`src/rtl/sync_fifo_pkg.sv`:
```
// rtl/sync_fifo_pkg.sv - shared defaults and pointer-width helper for sync_fifo
package sync_fifo_pkg;

    localparam int FIFO_DEF_WIDTH = 8;
    localparam int FIFO_DEF_DEPTH = 8;

    // Address width of a power-of-two deep array; count uses one extra bit to reach DEPTH.
    function automatic int fifo_ptr_w(input int depth);
        return $clog2(depth);
    endfunction

endpackage

```
`src/rtl/sync_fifo_mem.sv`:
```
// rtl/sync_fifo_mem.sv - FIFO storage array, registered write, combinational read, no reset
module sync_fifo_mem
    import sync_fifo_pkg::*;
#(
    parameter int WIDTH = FIFO_DEF_WIDTH,
    parameter int DEPTH = FIFO_DEF_DEPTH
) (
    input  logic                          clock,
    input  logic                          wr_en,
    input  logic [fifo_ptr_w(DEPTH)-1:0]  wr_addr,
    input  logic [WIDTH-1:0]              wr_data,
    input  logic [fifo_ptr_w(DEPTH)-1:0]  rd_addr,
    output logic [WIDTH-1:0]              rd_data
);

    logic [WIDTH-1:0] mem [DEPTH];

    always_ff @(posedge clock) begin
        if (wr_en) begin
            mem[wr_addr] <= wr_data;
        end
    end

    assign rd_data = mem[rd_addr];

endmodule

```
`src/rtl/sync_fifo.sv`:
```
// rtl/sync_fifo.sv - show-ahead synchronous FIFO; SYNC_FIFO_ERR_FLAGS_EN adds sticky overflow/underflow
module sync_fifo
    import sync_fifo_pkg::*;
#(
    parameter int WIDTH    = FIFO_DEF_WIDTH,
    parameter int DEPTH    = FIFO_DEF_DEPTH,
    parameter int AF_LEVEL = DEPTH - 2
) (
    input  logic                        clock,
    input  logic                        reset,
    input  logic                        push,
    input  logic                        pop,
    input  logic [WIDTH-1:0]            D,
`ifdef SYNC_FIFO_ERR_FLAGS_EN
    input  logic                        clear_err,
    output logic                        overflow,
    output logic                        underflow,
`endif
    output logic [WIDTH-1:0]            Q,
    output logic                        full,
    output logic                        empty,
    output logic                        almost_full,
    output logic [fifo_ptr_w(DEPTH):0]  count
);

    localparam int AW = fifo_ptr_w(DEPTH);
    localparam int CW = AW + 1;
    localparam logic [CW-1:0] FULL_CNT = CW'(DEPTH);
    localparam logic [CW-1:0] AF_CNT   = CW'(AF_LEVEL);
    localparam logic [CW-1:0] CNT_ONE  = CW'(1);
    localparam logic [AW-1:0] PTR_ONE  = AW'(1);

    logic [AW-1:0]    wr_ptr;
    logic [AW-1:0]    rd_ptr;
    logic [WIDTH-1:0] mem_rdata;
    logic             do_push;
    logic             do_pop;

    // A pop on a full FIFO frees the slot the simultaneous push lands in.
    assign do_push = push && (!full || pop);
    assign do_pop  = pop && !empty;

    always_ff @(posedge clock or posedge reset) begin
        if (reset) begin
            wr_ptr <= '0;
            rd_ptr <= '0;
            count  <= '0;
        end else begin
            if (do_push) begin
                wr_ptr <= wr_ptr + PTR_ONE;
            end
            if (do_pop) begin
                rd_ptr <= rd_ptr + PTR_ONE;
            end
            case ({do_push, do_pop})
                2'b10:   count <= count + CNT_ONE;
                2'b01:   count <= count - CNT_ONE;
                default: count <= count;
            endcase
        end
    end

    // Status flags decode the registered count only, so push/pop never reach them combinationally.
    assign full        = (count == FULL_CNT);
    assign empty       = (count == '0);
    assign almost_full = (count >= AF_CNT);
    assign Q           = empty ? '0 : mem_rdata;

    sync_fifo_mem #(
        .WIDTH (WIDTH),
        .DEPTH (DEPTH)
    ) u_mem (
        .clock   (clock),
        .wr_en   (do_push),
        .wr_addr (wr_ptr),
        .wr_data (D),
        .rd_addr (rd_ptr),
        .rd_data (mem_rdata)
    );

`ifdef SYNC_FIFO_ERR_FLAGS_EN
    logic ovf_event;
    logic unf_event;

    // push+pop on empty is a plain push, so only a lone pop counts as underflow.
    assign ovf_event = push && full && !pop;
    assign unf_event = pop && empty && !push;

    always_ff @(posedge clock or posedge reset) begin
        if (reset) begin
            overflow  <= 1'b0;
            underflow <= 1'b0;
        end else begin
            if (ovf_event) begin
                overflow <= 1'b1;
            end else if (clear_err) begin
                overflow <= 1'b0;
            end
            if (unf_event) begin
                underflow <= 1'b1;
            end else if (clear_err) begin
                underflow <= 1'b0;
            end
        end
    end
`endif

endmodule
```
`config.mk`:
```
export PLATFORM = sky130hd
export DESIGN_NAME = sync_fifo
export DESIGN_NICKNAME = d
export VERILOG_FILES = /design/src/rtl/sync_fifo_pkg.sv /design/src/rtl/sync_fifo_mem.sv /design/src/rtl/sync_fifo.sv
export SDC_FILE = /design/constraint.sdc
export NUM_CORES = 1
export LEC_CHECK = 0
export ABC_AREA = 0
export BUFFER_PORTS_ARGS = -buffer_cell sky130_fd_sc_hd__buf_2
export CAP_MARGIN = 20
export CORE_MARGIN = 3
export CORE_UTILIZATION = 60
export DETAILED_ROUTE_END_ITERATION = 10
export PLACE_DENSITY = 0.91
export SLEW_MARGIN = 20
export SYNTH_ARGS = -nofsm -noshare
export SYNTH_HDL_FRONTEND = slang
export SYNTH_SLANG_ARGS = --single-unit
```
`constraint.sdc`:
```
create_clock -name clock -period 7.71 [get_ports clock]
set_input_delay 1.1565 -clock clock [delete_from_list [all_inputs] [get_ports clock]]
set_output_delay 1.1565 -clock clock [all_outputs]
set_load 0.005 [all_outputs]
```
==> metrics <==
die height 78.2 um; CTS buffer count 9; mux cell area share after synthesis 11.7%; cell family with most CP delay flip-flops; routed via count 1715; Clock Pin Slew Worst Setup and Hold Paths 70 ps; die area 6120 um2; first-pass GRT wire length 9.24 mm; VDD IR-drop max 0.367 mV; type of origin of the critical path flop; Critical-path top delay cell dfrtp_2; CTS root buf clkbuf_8; DR WL met2 2.72 mm; f_max 286 MHz; status complete, no violations; PD cells 370 nW/um2; Synth cell types 37; total negative slack 0 ps; PostCTS Resize Cnt 0; Max Cap Violations 0; Lkg Pwr 1.32 nW; hold crit path type flop to flop; final hold violation count 0; initial antenna violation count 0; CP Capture Type output pin; YS warnings 0; largest family of logic cells by synthesized area multiplexers; Clk pwr share 20.8%; worst setup path endpoint Q[5]; clock buffer depth 2; Psw 0.424 mW; Flop pwr share 47.8%; Synth Area in Compound Gates 7.55%; flops & latches, synth 74; worst-margin pin slew 1040 ps; post-synthesis adder-cell area fraction 2.00%; Comb pwr share 31.3%; Syn Nets 206; CTS tree built; CTS Sinks 74; stages on the worst setup path 4; CTS H-tree lvls 3; drt first pass iters 4; ant diodes 0; worst setup path startpoint rd_ptr[1]; worst skew pair latency 340 ps; Cell Int Power 0.873 mW; Initial DRC Count 156; core area 4880 um2; RSZ-0062 raised after global routing no; final max-slew violation count 0; layout cells sized above 1 23.9%; number of post-CTS setup repair buffers 0; Switching Share 32.7%; Slew HR 29.8%; Syn Inst Count 189; Post-Syn Area 3130 um2; routed wire length 5.63 mm; critical path class flop to output pin; Synth Area in XOR/XNOR 1.96%; Die X 78.2 um; # nets final 236; worst-path fanout max 34; vias in the first global route 1749; Final setup viols 0; reg-to-reg endpoint count[3]; # hold bufs at CTS 0; final core occ 71.9%; buffers added on ports 26; HPWL after detailed placement 3.69 mm; met3 wire len 375 um; drt via density 5.93; CP Data Required Time 6550 ps; Initial Util 64.2%; Area Growth Syn to Fin 12.0%; gr usage total 21.1%; R2R Setup Slk 4560 ps; worst-path cell chain mux2i_1 -> a221o_1 -> a221oi_1 -> buf_2; GPL Wtd Cong 0.738; sequential area share after synthesis 69.4%; Slowest Stage Delay on Critical Path 980 ps; largest net degree at the start of global routing 35; io pins 27; DR WL/cell 19.5 um; post-route minimum period 3500 ps; Synth Area in Simple Gates 4.91%; reg2reg path depth 6; Clock Skews 4.80 ps; CP bufs+invs 1; Max Used Layer met4; Post-DRT Antenna Nets 0; Avg Synthesized Cell Area 16.6 um2; GR Overflow Total 0; DRC 0; reg2reg start count[1]; crit share post-route 45.4%; WL met1 2.36 mm; row cnt 25; crit path DAT 2340 ps
cell families (layout without fill, tap and decap cells):
| group | after synthesis | after routing |
|---|---|---|
| DFF | 74 | 74 |
| muxes | 36 | 36 |
| AOI/OAI and AO/OA | 26 | 26 |
| and+or+nand+nor | 26 | 26 |
| adders and majority gates | 5 | 5 |
| buffers and inverters | 15 | 48 |
| xor gates and xnor gates | 7 | 7 |
through the flow:
| step | setup slack, ps | total power [mW] | cell area (um2) | hold WS (ps) | cells |
|---|---|---|---|---|---|
| floorplan | 4890 | 0.897 | 3130 | 490 | 189 |
| global placement | 4610 | 1.02 | 3330 | 509 | 275 |
| detailed placement | 4500 | 1.04 | 3340 | 530 | 275 |
| CTS | 4170 | 1.31 | 3510 | 543 | 289 |
| global route | 4040 | 1.38 | 3510 | 583 | 289 |
| finish | 4210 | 1.30 | 3510 | 538 | 289 |
worst register-to-register path, delay by kind of cell, from the launching register on:
kind | cells | cell delay (ps)
simple gates | 3 | 1860
flops | 1 | 480
fa+ha+maj | 1 | 460
compound gates | 2 | 240
registers in the layout, summed over array words and instances, names as in the netlist:
signal,cells
u_mem.mem,64
count,4
rd_ptr,3
wr_ptr,3
power by group through the flow:
stage,logic [mW],registers [mW],clock network [mW]
global placement,0.399,0.620,0
floorplan,0.336,0.561,0
detailed placement,0.414,0.629,0
global route,0.454,0.635,0.293
CTS,0.416,0.621,0.273
finish,0.406,0.621,0.270
cell type report:
type	instances	area [um2]
sequential	74	2170
fill	325	1370
multi-input combinational	100	903
timing repair buffer	30	160
clock buffer	9	124
tap	67	83.8
clock inverter	5	47.5
inverter	4	15.0
worst min path at each step:
stage / from / end / slack (ps) / cells after the start
2_1_floorplan: rd_ptr[2] / rd_ptr[2] / 490 / 1
4_1_cts: rd_ptr[2] / rd_ptr[2] / 540 / 1
3_5_place_dp: rd_ptr[2] / rd_ptr[2] / 530 / 1
6_report: rd_ptr[2] / rd_ptr[2] / 540 / 1
3_3_place_gp: rd_ptr[2] / rd_ptr[2] / 510 / 1
5_1_grt: rd_ptr[2] / rd_ptr[2] / 580 / 1
cells in the mapped netlist, drive strengths merged:
library cell | n | area [um2]
buf | 7 | 47.5
a21oi | 1 | 5.00
nor3 | 4 | 20.0
nor2b | 4 | 25.0
mux2i | 33 | 330
or4 | 1 | 7.51
mux2 | 3 | 37.5
o41ai | 1 | 8.76
and2 | 1 | 6.26
xnor2 | 4 | 35.0
a221o | 8 | 80.1
nor2 | 6 | 22.5
a221oi | 8 | 70.1
or3b | 1 | 8.76
edfxtp | 64 | 1920
xor2 | 3 | 26.3
inv | 4 | 15.0
nand3b | 1 | 7.51
or4b | 2 | 23.8
dfrtp | 10 | 250
ha | 5 | 62.6
o211ai | 2 | 15.0
nor4 | 2 | 12.5
o21a | 1 | 7.51
nand2b | 2 | 12.5
o221ai | 1 | 8.76
clkbuf | 4 | 15.0
nand2 | 2 | 7.51
a21o | 2 | 16.3
o21ai | 1 | 16.3
a2111oi | 1 | 8.76
metal layers:
metal  track usage [%]  vias up
met1              28.2      832
met5                 0        -
met4              12.2        0
met3              5.85       12
li1                  -      810
met2              31.3       61
placed cells by master, fill, tap and decap left out, drive strengths merged, types with 2 or more instances in the layout:
cell     n
o211ai   2
nor3     4
a221oi   8
nor2     6
or4b     2
xnor2    4
edfxtp  64
dfrtp   10
nand2    2
nand2b   2
mux2i   33
a221o    8
inv      4
nor2b    4
nor4     2
mux2     3
clkbuf   9
ha       5
clkinv   4
a21o     2
buf     30
xor2     3
No activity file was read; power rests on OpenSTA's default activity.
